### config.mk
export PLATFORM = sky130hd
export DESIGN_NAME = eth_frame_generator_flat
export DESIGN_NICKNAME = d
export VERILOG_FILES = /design/src/rtl/eth_frame_generator_if.sv /design/src/rtl/eth_frame_generator.sv /design/src/flat_wrapper.sv
export SDC_FILE = /design/constraint.sdc
export NUM_CORES = 1
export LEC_CHECK = 0
export BUFFER_PORTS_ARGS = -buffer_cell sky130_fd_sc_hd__buf_2
export CORE_ASPECT_RATIO = 0.7
export CORE_MARGIN = 4
export CORE_UTILIZATION = 57
export DETAILED_ROUTE_END_ITERATION = 12
export PLACE_DENSITY = 0.79
export SYNTH_ARGS = -nofsm -noshare
export SYNTH_HDL_FRONTEND = slang
export SYNTH_SLANG_ARGS = --single-unit
### constraint.sdc
create_clock -name clk -period 6.8 [get_ports clk]
set_input_delay 1.02 -clock clk [delete_from_list [all_inputs] [get_ports clk]]
set_output_delay 1.02 -clock clk [all_outputs]
set_load 0.005 [all_outputs]
### src/rtl/eth_frame_generator_if.sv
// TX stream bundle between the Ethernet frame generator and its consumer.
// The generator takes the master view; the PCS/encoder or bench takes the slave view.
interface eth_frame_generator_if #(
  parameter int unsigned DATA_WIDTH = 64,
  parameter int unsigned CTRL_WIDTH = DATA_WIDTH / 8
);
  logic                  i_start;
  logic [7:0]            i_interrupt;
  logic [DATA_WIDTH-1:0] o_tx_data;
  logic [CTRL_WIDTH-1:0] o_tx_ctrl;

  modport master (
    input  i_start,
    input  i_interrupt,
    output o_tx_data,
    output o_tx_ctrl
  );

  modport slave (
    output i_start,
    output i_interrupt,
    input  o_tx_data,
    input  o_tx_ctrl
  );
endinterface

### src/rtl/eth_frame_generator.sv
// 64-bit XGMII-style Ethernet TX frame generator.
// Emits start/preamble/SFD, header, incrementing payload, CRC-32 FCS, terminate and
// inter-frame idles, with an interrupt code for error injection, stop and abort.
module eth_frame_generator #(
  parameter int unsigned DATA_WIDTH  = 64,
  parameter int unsigned CTRL_WIDTH  = DATA_WIDTH / 8,
  parameter logic [47:0] DST_MAC     = 48'hFFFF_FFFF_FFFF,
  parameter logic [47:0] SRC_MAC     = 48'h0011_2233_4455,
  parameter logic [15:0] ETH_TYPE    = 16'h0800,
  parameter int unsigned PAYLOAD_LEN = 46,
  parameter int unsigned IFG_WORDS   = 1
) (
  input logic                   clk,
  input logic                   i_rst,
  eth_frame_generator_if.master tx
);

  localparam int unsigned FrameBytes = PAYLOAD_LEN + 18;
  localparam int unsigned NumWords   = FrameBytes / CTRL_WIDTH;
  localparam int unsigned HdrBytes   = 14;
  localparam int unsigned FcsBytes   = 4;

  localparam logic [15:0] LastWord = 16'(NumWords - 1);
  localparam logic [15:0] LastIfg  = 16'(IFG_WORDS - 1);

  localparam logic [111:0] Header = {DST_MAC, SRC_MAC, ETH_TYPE};

  localparam logic [31:0] CrcPoly = 32'hEDB8_8320;
  localparam logic [31:0] CrcInit = 32'hFFFF_FFFF;

  localparam logic [7:0] IntError = 8'h01;
  localparam logic [7:0] IntStop  = 8'h02;
  localparam logic [7:0] IntAbort = 8'h03;

  localparam logic [DATA_WIDTH-1:0] WordIdle  = {CTRL_WIDTH{8'h07}};
  localparam logic [DATA_WIDTH-1:0] WordPre   = {8'hD5, {(CTRL_WIDTH - 2){8'h55}}, 8'hFB};
  localparam logic [DATA_WIDTH-1:0] WordTerm  = {{(CTRL_WIDTH - 1){8'h07}}, 8'hFD};
  localparam logic [DATA_WIDTH-1:0] WordError = {CTRL_WIDTH{8'hFE}};

  localparam logic [CTRL_WIDTH-1:0] CtrlAll  = '1;
  localparam logic [CTRL_WIDTH-1:0] CtrlNone = '0;
  localparam logic [CTRL_WIDTH-1:0] CtrlPre  = CtrlNone | 1'b1;

  typedef enum logic [2:0] {
    StIdle,
    StPreamble,
    StData,
    StTerm,
    StIfg
  } state_e;

  state_e                state_q, state_d;
  logic [DATA_WIDTH-1:0] data_q, data_d;
  logic [CTRL_WIDTH-1:0] ctrl_q, ctrl_d;
  logic [31:0]           crc_q, crc_d;
  logic [15:0]           word_cnt_q, word_cnt_d;
  logic [15:0]           ifg_cnt_q, ifg_cnt_d;

  logic [DATA_WIDTH-1:0] frame_word;
  logic [31:0]           crc_full;
  logic [31:0]           crc_last;
  logic                  last_word;
  logic                  may_start;

  // Byte idx of the frame body (header followed by payload, FCS excluded).
  function automatic logic [7:0] stream_byte(input logic [15:0] idx);
    if (idx < 16'(HdrBytes)) begin
      return 8'(Header >> (8 * (HdrBytes - 1 - 32'(idx))));
    end
    return 8'(idx - 16'(HdrBytes));
  endfunction

  // Reflected CRC-32 over the first nbytes lanes of data, lane 0 first.
  function automatic logic [31:0] crc_update(input logic [31:0]           crc_in,
                                             input logic [DATA_WIDTH-1:0] data,
                                             input int unsigned           nbytes);
    logic [31:0] crc;
    crc = crc_in;
    for (int unsigned b = 0; b < CTRL_WIDTH; b++) begin
      if (b < nbytes) begin
        crc = crc ^ {24'h0, data[8*b +: 8]};
        for (int k = 0; k < 8; k++) begin
          crc = crc[0] ? ((crc >> 1) ^ CrcPoly) : (crc >> 1);
        end
      end
    end
    return crc;
  endfunction

  // Raw body word for the current word index, its CRC contributions and the FCS merge.
  always_comb begin
    frame_word = '0;
    for (int unsigned i = 0; i < CTRL_WIDTH; i++) begin
      frame_word[8*i +: 8] = stream_byte(word_cnt_q * 16'(CTRL_WIDTH) + 16'(i));
    end
    last_word = (word_cnt_q == LastWord);
    crc_full  = crc_update(crc_q, frame_word, CTRL_WIDTH);
    crc_last  = crc_update(crc_q, frame_word, CTRL_WIDTH - FcsBytes);
    // FCS occupies the top four lanes of the final word, LSB in the lower lane.
    if (last_word) begin
      frame_word[DATA_WIDTH-1 -: 32] = ~crc_last;
    end
  end

  assign may_start = tx.i_start && (tx.i_interrupt != IntStop);

  // Next-state, next-output and counter/CRC updates for the frame sequencer.
  always_comb begin
    state_d    = state_q;
    data_d     = WordIdle;
    ctrl_d     = CtrlAll;
    crc_d      = crc_q;
    word_cnt_d = word_cnt_q;
    ifg_cnt_d  = ifg_cnt_q;

    unique case (state_q)
      StIdle: begin
        if (may_start) begin
          state_d = StPreamble;
        end
      end

      StPreamble: begin
        crc_d      = CrcInit;
        word_cnt_d = '0;
        if (tx.i_interrupt == IntAbort) begin
          data_d    = WordTerm;
          ifg_cnt_d = '0;
          state_d   = StIfg;
        end else begin
          data_d  = WordPre;
          ctrl_d  = CtrlPre;
          state_d = StData;
        end
      end

      StData: begin
        if (tx.i_interrupt == IntAbort) begin
          // Truncate: terminate in place of this word, no FCS.
          data_d     = WordTerm;
          crc_d      = CrcInit;
          word_cnt_d = '0;
          ifg_cnt_d  = '0;
          state_d    = StIfg;
        end else begin
          // An injected error replaces the lanes on the wire only; CRC sees the real bytes.
          if (tx.i_interrupt == IntError) begin
            data_d = WordError;
            ctrl_d = CtrlAll;
          end else begin
            data_d = frame_word;
            ctrl_d = CtrlNone;
          end
          if (last_word) begin
            crc_d      = CrcInit;
            word_cnt_d = '0;
            state_d    = StTerm;
          end else begin
            crc_d      = crc_full;
            word_cnt_d = word_cnt_q + 16'd1;
          end
        end
      end

      StTerm: begin
        data_d    = WordTerm;
        ifg_cnt_d = '0;
        state_d   = StIfg;
      end

      StIfg: begin
        if (ifg_cnt_q == LastIfg) begin
          ifg_cnt_d = '0;
          state_d   = may_start ? StPreamble : StIdle;
        end else begin
          ifg_cnt_d = ifg_cnt_q + 16'd1;
        end
      end

      default: begin
        state_d = StIdle;
      end
    endcase
  end

  // State, registered outputs, CRC and counters; synchronous active-low reset.
  always_ff @(posedge clk) begin
    if (!i_rst) begin
      state_q    <= StIdle;
      data_q     <= WordIdle;
      ctrl_q     <= CtrlAll;
      crc_q      <= CrcInit;
      word_cnt_q <= '0;
      ifg_cnt_q  <= '0;
    end else begin
      state_q    <= state_d;
      data_q     <= data_d;
      ctrl_q     <= ctrl_d;
      crc_q      <= crc_d;
      word_cnt_q <= word_cnt_d;
      ifg_cnt_q  <= ifg_cnt_d;
    end
  end

  assign tx.o_tx_data = data_q;
  assign tx.o_tx_ctrl = ctrl_q;

endmodule

### src/flat_wrapper.sv
// flat-port wrapper written by rule: the top's interface ports become plain ports
module eth_frame_generator_flat 
#(
  parameter int unsigned DATA_WIDTH  = 64,
  parameter int unsigned CTRL_WIDTH  = DATA_WIDTH / 8,
  parameter logic [47:0] DST_MAC     = 48'hFFFF_FFFF_FFFF,
  parameter logic [47:0] SRC_MAC     = 48'h0011_2233_4455,
  parameter logic [15:0] ETH_TYPE    = 16'h0800,
  parameter int unsigned PAYLOAD_LEN = 46,
  parameter int unsigned IFG_WORDS   = 1
)
  (clk, i_rst, tx_i_start, tx_i_interrupt, tx_o_tx_data, tx_o_tx_ctrl);
  eth_frame_generator_if #(.DATA_WIDTH(DATA_WIDTH), .CTRL_WIDTH(CTRL_WIDTH)) tx_i ();
  input logic clk;
  input logic i_rst;
  input wire logic [$bits(tx_i.i_start)-1:0] tx_i_start;
  input wire logic [$bits(tx_i.i_interrupt)-1:0] tx_i_interrupt;
  output wire logic [$bits(tx_i.o_tx_data)-1:0] tx_o_tx_data;
  output wire logic [$bits(tx_i.o_tx_ctrl)-1:0] tx_o_tx_ctrl;
  assign tx_i.i_start = tx_i_start;
  assign tx_i.i_interrupt = tx_i_interrupt;
  assign tx_o_tx_data = tx_i.o_tx_data;
  assign tx_o_tx_ctrl = tx_i.o_tx_ctrl;
  eth_frame_generator #(.DATA_WIDTH(DATA_WIDTH), .CTRL_WIDTH(CTRL_WIDTH), .DST_MAC(DST_MAC), .SRC_MAC(SRC_MAC), .ETH_TYPE(ETH_TYPE), .PAYLOAD_LEN(PAYLOAD_LEN), .IFG_WORDS(IFG_WORDS)) u_core (.clk(clk), .i_rst(i_rst), .tx(tx_i));
endmodule
======== Word level (Yosys, flattened, before mapping) ========
Index checks and enable logic that the tools add are counted.
storage, ports and cells
  register bits after elaboration ......... 139
  latch bits .............................. 0
  RAM bits ................................ 0
  memory bits (read-only) ................. 0
  bits of input ports ..................... 11
  logic and storage cells ................. 253
  memories kept ........................... 0
operators by class
  add/sub/neg operators ................... 25
  multiply operators ...................... 0
  div/mod/pow operators ................... 0
  magnitude comparators ................... 8
  equality and inequality tests ........... 12
  shift-type cells ........................ 8
  muxes and demuxes ....................... 113
  bitwise gates (word level) .............. 73
  reduce and logical (&&, ||, !) cells .... 8
operators with widths
  operator                number
  $mux 32                 67
  $not 13->14             64
  $shr 112x32->8 const A  8
  $xor 32x8->32           8
  $mux 64                 3
  $pmux 64 s3             1
  $mux 8                  19
  $sub 4x16->17 const A   8
  $lt 16x4->1 const B     8
  $add 16x3->16 const B   4
  $mux 16                 4
  $pmux 32 s2             1
  $sub 8x4->8 const B     8
  $add 16x1->16 const B   3
  $pmux 16 s3             1
  $add 16x2->16 const B   2
  $not 32->32             1
  $pmux 16 s2             1
  $eq 16x3->1 const B     1
  $logic_not 16->1        1
  $pmux 8 s2              1
  $mux 3                  5
  $pmux 3 s5              1
  $mux 1                  9
  15 further kinds        18

======== Depth between registers and ports, before layout ========
Gate-level depths: netlist (run 1).
  depth in word-level cells ............... 143
  depth in mapped cells ................... 24
  depth with buffers taken out ............ 19

======== Worst setup path after synthesis (run 1) ========
OpenSTA, ideal clock, no wires.
  path type ............................... flip-flop to flip-flop
  start ................................... register u_core.word_cnt_q[1]
  end ..................................... register u_core.crc_q[18]
  library setup time ...................... 130 ps
  arrival time ............................ 7366 ps
  data required time ...................... 6670 ps
  path slack .............................. -695 ps
  cell stages (with the launch flop) ...... 22
  path buffers ............................ 2
  clock period less this slack ............ 7495 ps
  cells stage by stage .................... dfxtp_1 clkbuf_1 clkinv_1 ha_1 clkbuf_1 nand2b_1 a2111oi_4 nand2_1 xnor2_2 xnor3_1 xor2_2 xnor3_1 xnor3_1 xnor3_1 xnor3_1 xnor3_1 xnor3_1 xor3_2 xnor2_4 xnor3_1 o22ai_1 nand2_1
between the ends
  longest elaborated chain between the ends .. 104
  elaborated cells on any way between the ends .. 201
  classes of those cells .................. add/sub (23); order compare (8); eq/ne (1); shift (8); mux (91); bitwise (70)
RTL lines
  what                                                     RTL line                    source
  from (decl)                                              eth_frame_generator.sv:56   logic [15:0] word_cnt_q, word_cnt_d;
  from (signal assigned)                                   eth_frame_generator.sv:200  word_cnt_q <= word_cnt_d;
  $sub 4x16->17                                            eth_frame_generator.sv:68   return 8'(Header >> (8 * (HdrBytes - 1 - 32'(idx))));
  $shr 112x32->8                                           eth_frame_generator.sv:68
  $mux 8                                                   eth_frame_generator.sv:67   if (idx < 16'(HdrBytes)) begin
  $mux 8                                                   eth_frame_generator.sv:70   return 8'(idx - 16'(HdrBytes));
  $xor 32x8->32                                            eth_frame_generator.sv:81   crc = crc ^ {24'h0, data[8*b +: 8]};
  $mux 32                                                  eth_frame_generator.sv:83   crc = crc[0] ? ((crc >> 1) ^ CrcPoly) : (crc >> 1);
  $not 13->14 (no source line) or $mux 32 (tied branches)  n/a
  $mux 32                                                  eth_frame_generator.sv:83
  [87 not listed]                                          n/a
  $mux 32                                                  eth_frame_generator.sv:83
  $not 13->14 (no source line)                             n/a
  $mux 32                                                  eth_frame_generator.sv:83
  $not 13->14 (no source line)                             n/a
  $mux 32 (2 in series)                                    eth_frame_generator.sv:83
  $mux 32 *                                                eth_frame_generator.sv:154  if (last_word) begin
  $mux 32 *                                                eth_frame_generator.sv:138  if (tx.i_interrupt == IntAbort) begin
  $pmux 32 s2 *                                            eth_frame_generator.sv:116  unique case (state_q)
  to (signal assigned)                                     eth_frame_generator.sv:192  crc_q <= CrcInit;
  to (signal assigned)                                     eth_frame_generator.sv:199  crc_q <= crc_d;
  to (decl)                                                eth_frame_generator.sv:55   logic [31:0] crc_q, crc_d;
Mark *: on every way between the ends. The rest lies on a longest branch, timed or not. The select of a mux whose other input is x is not followed.
A chain may end at the register's enable or synchronous reset.

======== Worst setup path after layout (run 1) ========
  start ................................... register u_core.word_cnt_q[1]
  end ..................................... register u_core.crc_q[15]
between the ends
  longest elaborated chain between the ends .. 104
  elaborated cells on any way between the ends .. 199
  classes of those cells .................. add/sub (23); order compare (8); eq/ne (1); shift (8); mux (91); bitwise (68)
RTL lines
  what                                                     RTL line
  $sub 4x16->17                                            eth_frame_generator.sv:68
  $shr 112x32->8                                           eth_frame_generator.sv:68
  $mux 8                                                   eth_frame_generator.sv:67
  $mux 8                                                   eth_frame_generator.sv:70
  $xor 32x8->32                                            eth_frame_generator.sv:81
  $mux 32 or $not 13->14 (tied branches) (2 in series)     n/a
  $mux 32                                                  eth_frame_generator.sv:83
  $mux 32 or $not 13->14 (tied branches) (2 in series)     n/a
  [83 not listed]                                          n/a
  $mux 32 or $not 13->14 (tied branches)                   n/a
  $not 13->14 (no source line) or $mux 32 (tied branches)  n/a
  $mux 32 (4 in series)                                    eth_frame_generator.sv:83
  $not 13->14 (no source line) or $mux 32 (tied branches)  n/a
  $mux 32                                                  eth_frame_generator.sv:83
  $mux 32 *                                                eth_frame_generator.sv:154
  $mux 32 *                                                eth_frame_generator.sv:138
  $pmux 32 s2 *                                            eth_frame_generator.sv:116
Marks and branches as above.

==> run metrics, run 1 <==
outcome finished with violations; violated checks negative setup slack; Die H ~130 µm; worst-path fanout max 8; total global-route track usage 33.1%; final hold vios 0; Root Buffer clkbuf_16; crit-path max cell delay 500 ps; DR top layer met5; clock-pin transition on the worst setup and hold timing paths ~60 ps; Num CTS Buffers 17; DIE AREA approximately 25,000 µm²; Synth Cell Area 12,800 µm²; final wirelength about 45,000 µm; share of post-route cells with drive strength above 1 approximately a third; clock net sink count 121; initial antenna violation count 1; finished layout cell area 16,500 µm²; Seq/Total Area, Yosys a little under a fifth; crit end category flip-flop; Synth Flop Type dfxtp_1; synthesis-to-finish area growth 28.7%; Max Clock Freq 145 MHz; Slew headroom between 10% and 20%; H-Tree Depth 4; critical path class reg2reg; cts hold-fix bufs 0; largest net degree at the start of global routing 40; TNS Setup -463 ps; Starting DRT DRC Count between 1,000 and 1,500; fill count about 1,400; post-DP HPWL 33,500 µm; worst min-delay path class reg2reg; most frequent CP cell buf_4; Max Cap Viol 0; Critical Path Source Type flip-flop; core area approximately 22,000 µm²; Clock Skew about 7.5 ps; RePlAce Congestion 1.07; FF+latch count, synth about 120; CTS tree yes; Ports between 80 and 90; Routed Antenna Nets 0; WHS Path Cells 2; Final Setup Violations 9; port buffer count a little over 80; DRC Markers 0; syn_nets 1,236; Synth Warn # 0; Syn Area/Cell ~11 µm²; Async SR Flop Fraction 0%; first-pass GRT wire length 62,000 µm; min Tclk post-route 6920 ps; clock latency on the worst-skew pair 430 ps; max-slew violations 0; wire per inst about 25 µm; Nets ~1,500; post-route setup slack -119 ps; met2 wire len 19,000 µm; gr ovfl total 0; CTS Buffer Depth 2; met1 wire length around 18,000 µm; Cells after Synth approximately 1,200; TritonRoute pass-1 iters 6; final worst path period share 102%; Worst Tran Pin Value ~1300 ps; Detail Route met3 WL roughly 6500 µm; vias in the first global route between 9,000 and 10,000; worst endpoint data arrival time around 7200 ps; worst reg2reg path depth 26; dpl cell area roughly 15,000 µm²; Data required, critical path between 7000 and 8000 ps; Netlist cell types between 60 and 70; Initial Utilization 58.6%; EDFF count, synth 0; Vias/cell ~5.9; floorplan row count 45; slowest CP cell xnor3_2; RSZ-0062 raised after global routing true; Vias approximately 11,000; width of the die roughly 190 µm; DP Worst Slack -140 ps
stage by stage:
stage               hold slack [ps]  utilization, %  std cells
floorplan                       460               -       1218
global placement                485            67.9       1701
detailed placement              492            67.9       1701
CTS                             499            71.6       1749
global route                    541            75.4       1790
finish                          502            75.4       1791
state kept, by name, indices dropped and copies added (netlist names):
name and flops:
u_core.state_q 3, u_core.crc_q 32, u_core.word_cnt_q 16, u_core.tx.o_tx_ctrl 2
u_core.ifg_cnt_q 16, u_core.tx.o_tx_data 52
repair_timing:
item / CTS / global route
resized for setup: 16 / 81
gates cloned: 0 / 0
hold endpoints to repair: 0 / 0
endpoints found under the setup margin: 16 / 29
pin swaps: 10 / 53
buffers inserted: 17 / 40
layout by cell type (no fill, tap or decap), drive strengths merged, types with 22 or more instances in the layout:
master	count
clkbuf	22
xnor3	137
a21oi	49
xnor2	303
xor3	26
nor2	92
dfxtp	121
buf	329
o21ai	46
xor2	112
nand2	85
routing by layer:
layer  global-route usage (%)  vias up
li1                         -     4638
met4                     7.82        2
met3                     16.4       89
met1                     45.2     5159
met2                     47.0      733
met5                     2.31        -
synth_stat cells (7+ instances only):
cell,count,share of area (%)
nor4_1,8,0.39
xnor3_1,121,21
o21ai_1,7,0.27
xor2_2,8,1.0
nor2_1,92,2.7
xor2_1,102,7.0
inv_1,14,0.41
nand2b_1,8,0.39
buf_2,10,0.39
nand2_1,85,2.5
xnor3_2,16,3.0
and3_1,7,0.34
dfxtp_1,121,19
xnor2_1,287,20
o211ai_1,13,0.76
xnor2_2,14,1.8
a31oi_1,8,0.39
nand3_1,21,0.82
nor2b_1,12,0.58
o21ai_0,37,1.4
clkbuf_1,33,0.96
ha_1,7,0.68
xor3_1,22,4.1
buf_4,22,1.3
a21oi_1,48,1.9
area by class of cell:
cell class / instances / area [µm²] / share of cell area (%)
timing repair buffer: 329 / 2350 / 14.2
multi-input combinational: 1011 / 10700 / 65.0
tap: 282 / 353 / 2.14
antenna: 2 / 5.00 / 0.0303
inverter: 15 / 61.3 / 0.371
clock inverter: 9 / 116 / 0.705
clock buffer: 22 / 464 / 2.81
sequential: 121 / 2430 / 14.7
worst max-delay path, delay by kind of cell (launching register included):
kind | cells | cell delay, ps
flip-flops | 1 | 340
XOR/XNOR | 12 | 3850
AND/OR/NAND/NOR | 2 | 510
buffers and inverters | 9 | 1530
AO/OA/AOI/OAI | 2 | 440
multiplexers | 1 | 110
kinds of logic (layout without fill, tap and decap cells):
group                    Yosys count  in the layout  synth area share [%]
other                              0              2                     0
adder cells (fa/ha/maj)            7              7                 0.682
AND/OR/NAND/NOR                  264            264                  9.67
buffers and inverters             86            375                  3.26
flip-flops                       121            121                  18.9
multiplexers                       6              6                 0.604
AO/OA/AOI/OAI                    156            156                  7.69
XOR/XNOR                         578            578                  59.2
worst paths after layout:
| path | start | end | slack, ps |
|---|---|---|---|
| worst max-delay path | u_core.word_cnt_q[1] | u_core.crc_q[15] | -120 |
| worst min-delay path | u_core.ifg_cnt_q[8] | u_core.ifg_cnt_q[8] | 500 |
| worst max register to register | u_core.word_cnt_q[1] | u_core.crc_q[15] | -120 |
| worst min register to register | u_core.ifg_cnt_q[8] | u_core.ifg_cnt_q[8] | 500 |
Power of run 1 is not shown: default switching activity piles up to over one toggle a cycle in this logic, so the estimate is an artifact.
==> run 2: changes to the inputs <==
--- a/config.mk
+++ b/config.mk
@@ -5,12 +5,12 @@
 export SDC_FILE = /design/constraint.sdc
 export NUM_CORES = 1
 export LEC_CHECK = 0
-export BUFFER_PORTS_ARGS = -buffer_cell sky130_fd_sc_hd__buf_2
+export BUFFER_PORTS_ARGS = -buffer_cell sky130_fd_sc_hd__buf_4
 export CORE_ASPECT_RATIO = 0.7
 export CORE_MARGIN = 4
 export CORE_UTILIZATION = 57
 export DETAILED_ROUTE_END_ITERATION = 12
-export PLACE_DENSITY = 0.79
+export PLACE_DENSITY = 0.76
 export SYNTH_ARGS = -nofsm -noshare
 export SYNTH_HDL_FRONTEND = slang
 export SYNTH_SLANG_ARGS = --single-unit
==> constraint.sdc (replaced) <==
create_clock -name clk -period 6.5 [get_ports clk]
set_input_delay 0.975 -clock clk [delete_from_list [all_inputs] [get_ports clk]]
set_output_delay 0.975 -clock clk [all_outputs]
set_load 0.005 [all_outputs]
==> run 2 against run 1 <==
Compared with the run above: the run still ends with negative setup slack left; final cell count rose by 7.0%; flip-flop and latch count unchanged; wire length up 5.3%; clock skew shrank 0.93 ps; cell area grew 10%; register-to-register slack worse by 200 ps; die area did not move; via count is 5.1% higher; clock-buffer cell count fell by 3; critical path depth is 6 lower; critical endpoint is now u_core.crc_q[18]; largest cell class unchanged; highest routed layer is now met4.
==> run metrics, run 2 (synthesized netlist as in run 1, its figures left out) <==
Max Cap Viol 0 (unchanged); Detail Route met3 WL 6290 µm (was 6540 µm); Routed Antenna Nets 0 (unchanged); final hold vios 0 (unchanged); largest net degree at the start of global routing 40 (unchanged); core area 21,900 µm² (unchanged); floorplan row count 45 (unchanged); H-Tree Depth 4 (unchanged); Vias/cell 5.82 (was 5.93); final wirelength 46,900 µm (was 44,500 µm); min Tclk post-route 6820 ps (was 6920 ps); width of the die 187 µm (unchanged); RSZ-0062 raised after global routing true (unchanged); total global-route track usage 32.8% (was 33.1%); Clock Skew 6.59 ps (was 7.53 ps); CTS tree yes (unchanged); commonest non-fill, non-tap cells in the layout buf_4, xnor2_1, dfxtp_1, nor2_1, xor2_1 (was xnor2_1, buf_4, dfxtp_1, nor2_1, xnor3_1); worst-path fanout max 5 (was 8); max-slew violations 0 (unchanged); Ports 83 (unchanged); Die H 134 µm (unchanged); Critical Path Source Type flip-flop (unchanged); clock latency on the worst-skew pair 430 ps (about the same); Max Clock Freq 147 MHz (was 145 MHz); CTS Buffer Depth 2 (unchanged); wire per inst 24.5 µm (was 24.9 µm); WHS Path Cells 2 (unchanged); Final Setup Violations 26 (was 9); post-route setup slack -317 ps (was -119 ps); synthesis-to-finish area growth 41.7% (was 28.7%); TNS Setup -4160 ps (was -463 ps); clock net sink count 121 (unchanged); commonest non-fill, non-tap cell in the layout buf_4 (was xnor2_1); port buffer count 82 (unchanged); worst min-delay path class reg2reg (unchanged); Worst Tran Pin Value 1030 ps (was 1250 ps); initial antenna violation count 0 (was 1); post-DP HPWL 33,700 µm (was 33,500 µm); Largest register FFs 52 (unchanged); RePlAce Congestion 1.02 (was 1.07); crit end category flip-flop (unchanged); antenna diode count 0 (was 2); DIE AREA 25,000 µm² (unchanged); met2 wire len 20,000 µm (was 19,000 µm); Data required, critical path 6800 ps (was 7090 ps); fill count 1,170 (was 1,445); DR top layer met4 (was met5); clock-pin transition on the worst setup and hold timing paths 60 ps (about the same); TritonRoute pass-1 iters 7 (was 6); worst endpoint data arrival time 7120 ps (was 7210 ps); cts hold-fix bufs 0 (unchanged); Root Buffer clkbuf_16 (unchanged); Vias 11,200 (was 10,600); DRC Markers 0 (unchanged); vias in the first global route 9,973 (was 9,956); first-pass GRT wire length 61,500 µm (was 62,000 µm); Slew headroom 31.5% (was 15.9%); outcome finished with violations (unchanged); violated checks negative setup slack (unchanged); met1 wire length 18,800 µm (was 18,000 µm); final worst path period share 105% (was 102%); share of post-route cells with drive strength above 1 42.9% (was 34.9%); Starting DRT DRC Count 1,290 (was 1,419); worst reg2reg path depth 20 (was 26); Num CTS Buffers 17 (unchanged); setup slack, reg-to-reg -320 ps (was -120 ps); critical path class reg2reg (unchanged); gr ovfl total 0 (unchanged); Initial Utilization 58.6% (unchanged); Nets 1,640 (was 1,513)
==> run 2: metal layers <==
layer,track usage (%),vias up
li1,-,4888
met1,47.1,5352
met2,47.0,783
met3,12.8,143
met4,7.74,0
met5,0,-
==> run 2: what timing repair did <==
action                                  in CTS  in global routing
endpoints found under the setup margin      21                 29
resized for setup                           27                122
buffers inserted                            31                 58
pin swaps                                   30                 56
==> run 2: final timing paths <==
path	start	to
setup / recovery	u_core.word_cnt_q[2]	u_core.crc_q[18]
hold / removal	u_core.crc_q[24]	u_core.crc_q[24]
setup reg to reg	u_core.word_cnt_q[2]	u_core.crc_q[18]
hold reg to reg	u_core.crc_q[24]	u_core.crc_q[24]
==> run 2: stage by stage <==
stage                     utilization [%]  instance area (µm²)  cells  setup slack [ps]  hold slack (ps)
after global placement               73.3                16100   1798              -228              484
after floorplan                         -                13200   1218              -176              448
after global routing                 83.0                18200   1917              -475              526
after detailed placement             73.3                16100   1798              -236              481
final                                83.0                18200   1917              -317              499
after CTS                            77.7                17000   1861             -13.5              500
==> run 2: critical path, stage by stage, from the launching register on <==
cell and delay (ps):
dfxtp_1 320, buf_4 150, or3_4 400, buf_4 180, xor2_2 170, nor2_1 190, buf_4 180, xnor3_2 410
xor2_1 280, xnor3_1 540, xnor2_1 300, xnor3_2 450, xnor3_1 450, xor3_2 470, xnor2_1 210, xnor3_2 490
xor3_2 530, xor3_2 350, xnor3_1 360, o22ai_1 130, nand2_1 100
==> run 2: area by class of cell <==
type	count	area, µm²	share of cell area [%]
multi-input combinational	1011	11200	61.4
clock inverter	13	123	0.674
tap	282	353	1.94
clock buffer	19	443	2.44
inverter	15	68.8	0.378
sequential	121	2430	13.3
timing repair buffer	456	3610	19.9
Power of run 2 is left out for the same reason.
==> run 3: changes to the inputs <==
--- a/config.mk
+++ b/config.mk
@@ -10,7 +10,7 @@
 export CORE_MARGIN = 4
 export CORE_UTILIZATION = 57
 export DETAILED_ROUTE_END_ITERATION = 12
-export PLACE_DENSITY = 0.76
+export PLACE_DENSITY = 0.74
 export SYNTH_ARGS = -nofsm -noshare
 export SYNTH_HDL_FRONTEND = slang
 export SYNTH_SLANG_ARGS = --single-unit
==> run 3 against run 2 <==
Compared with the run above: the flow still finishes with violations (negative setup slack); wire length is 2.0% higher; non-clock buffer count grew 20; via count up 1.1%; critical path depth increased by 4; flip-flop and latch count is the same; hold slack better by 10 ps; clock skew grew 4.7 ps; utilization rose by 1.3 points; highest routed layer unchanged.
==> run metrics, run 3 (synthesized netlist as in run 1, its figures left out) <==
Buf/Inv on CP 7 (was 3); Reg-to-Reg Start u_core.word_cnt_q[4] (was u_core.word_cnt_q[2]); first-pass GRT wire length 63,900 µm (was 61,500 µm); most frequent CP cell xnor3_2; critical path class reg2reg (unchanged); Final Setup Violations 22 (was 26); vias in the first global route 10,400 (was 9,973); DRC Markers 0 (unchanged); initial antenna violation count 0 (unchanged); crit-path max cell delay 530 ps (was 540 ps); commonest non-fill, non-tap cell in the layout buf_4 (unchanged); core area 21,900 µm² (unchanged); final wirelength 47,800 µm (was 46,900 µm); final hold vios 0 (unchanged); violated checks negative setup slack (unchanged); Crit path depth 24 (was 20); crit path launch u_core.word_cnt_q[4] (was u_core.word_cnt_q[2]); Die H 134 µm (unchanged); Routed Antenna Nets 0 (unchanged); worst endpoint data arrival time 7140 ps (was 7120 ps); post-DP HPWL 34,300 µm (was 33,700 µm); Initial Utilization 58.6% (unchanged); crit end category flip-flop (unchanged); commonest non-fill, non-tap cells in the layout buf_4, xnor2_1, dfxtp_1, nor2_1, xnor3_1 (was buf_4, xnor2_1, dfxtp_1, nor2_1, xor2_1); worst reg2reg endpoint u_core.crc_q[5] (was u_core.crc_q[18]); TritonRoute pass-1 iters 6 (was 7); Hold Startpoint u_core.crc_q[24] (unchanged); Largest register FFs 52 (unchanged); Worst Tran Pin Value 905 ps (was 1030 ps); Critical Path Source Type flip-flop (unchanged); Slew headroom 39.7% (was 31.5%); setup slack, reg-to-reg -330 ps (was -320 ps); DIE AREA 25,000 µm² (unchanged); Vias/cell 5.83 (was 5.82); CTS Buffer Depth 2 (unchanged); clock-pin transition on the worst setup and hold timing paths 60 ps (about the same); gr ovfl total 0 (unchanged); width of the die 187 µm (unchanged); outcome finished with violations (unchanged); Starting DRT DRC Count 1,409 (was 1,290); Max Cap Viol 0 (unchanged); crit-path cells buf_4, o211ai_1, buf_4, a2111oi_4, buf_4, a21oi_2, buf_4, xnor2_1, xnor3_2, xnor2_4, buf_6, xor3_2, xnor3_2, xnor2_2, xnor3_2, xor2_4, buf_12, xnor3_2, xor3_1, buf_6, xnor3_2, xor3_1, nor2_1, o21ai_1 (was buf_4, or3_4, buf_4, xor2_2, nor2_1, buf_4, xnor3_2, xor2_1, xnor3_1, xnor2_1, xnor3_2, xnor3_1, xor3_2, xnor2_1, xnor3_2, xor3_2, xor3_2, xnor3_1, o22ai_1, nand2_1); share of post-route cells with drive strength above 1 43.9% (was 42.9%); Ports 83 (unchanged); CP delay by family, top XOR/XNOR gates (unchanged); RSZ-0062 raised after global routing true (unchanged); wire per inst 24.7 µm (was 24.5 µm); CTS tree yes (unchanged); fin util 84.3% (was 83.0%); H-Tree Depth 4 (unchanged); floorplan row count 45 (unchanged); port buffer count 82 (unchanged); Vias 11,300 (was 11,200); total global-route track usage 34.0% (was 32.8%); worst min-delay path class reg2reg (unchanged); min Tclk post-route 6830 ps (was 6820 ps); final worst path period share 105% (about the same); Nets 1,660 (was 1,640); clock latency on the worst-skew pair 440 ps (was 430 ps); antenna diode count 0 (unchanged); cts hold-fix bufs 0 (unchanged); DP Worst Slack -264 ps (was -236 ps); end point of the critical path u_core.crc_q[5] (was u_core.crc_q[18]); Data required, critical path 6810 ps (was 6800 ps); worst reg2reg path depth 24 (was 20); Root Buffer clkbuf_16 (unchanged); RePlAce Congestion 1.01 (was 1.02); synthesis-to-finish area growth 43.8% (was 41.7%); WHS Path Cells 2 (unchanged); Max Clock Freq 146 MHz (was 147 MHz); Num CTS Buffers 17 (unchanged); max-slew violations 0 (unchanged); Clock Skew 11.3 ps (was 6.59 ps); worst-path fanout max 12 (was 5); post-route setup slack -327 ps (was -317 ps); slowest CP cell xnor3_2 (was xnor3_1); largest net degree at the start of global routing 40 (unchanged); clock net sink count 121 (unchanged)
[run 3: layer usage]
metal	GRT usage, %	wire length, µm	vias up
met5	0	0	-
met3	12.1	6040	114
li1	-	-	4931
met2	49.2	20500	757
met1	48.5	19800	5490
met4	9.78	1490	0
[run 3: cell type report]
cell class	count	area, µm²
inverter	15	68.8
multi-input combinational	1011	11200
clock inverter	12	139
timing repair buffer	476	3800
clock buffer	20	457
fill	1121	3440
sequential	121	2430
tap	282	353
[run 3: per-stage QoR]
stage,TNS [ps],instance area [µm²],instances,hold slack [ps]
final,-2540,18500,1937,510
after global routing,-6190,18500,1937,543
after CTS,0,17300,1879,500
after detailed placement,-3930,16000,1801,491
after global placement,-1920,16000,1801,489
after floorplan,-920,13200,1218,448
[run 3: tightest hold or removal path, stage by stage (launching register included)]
cell	delay, ps
dfxtp_1	320
nand2_1	60
o211ai_1	80
[run 3: timing repair]
action	4_1_cts	5_1_grt
setup buffers	46	58
pin swaps	43	45
gates resized for setup	44	111
setup endpoints to repair	27	30
[run 3: how the worst min path moves through the flow]
stage	slack [ps]	end
2_1_floorplan	450	u_core.crc_q[30]
3_3_place_gp	490	u_core.crc_q[27]
3_5_place_dp	490	u_core.crc_q[30]
4_1_cts	500	u_core.crc_q[24]
5_1_grt	540	u_core.crc_q[24]
6_report	510	u_core.crc_q[24]
Power of run 3 is left out for the same reason.
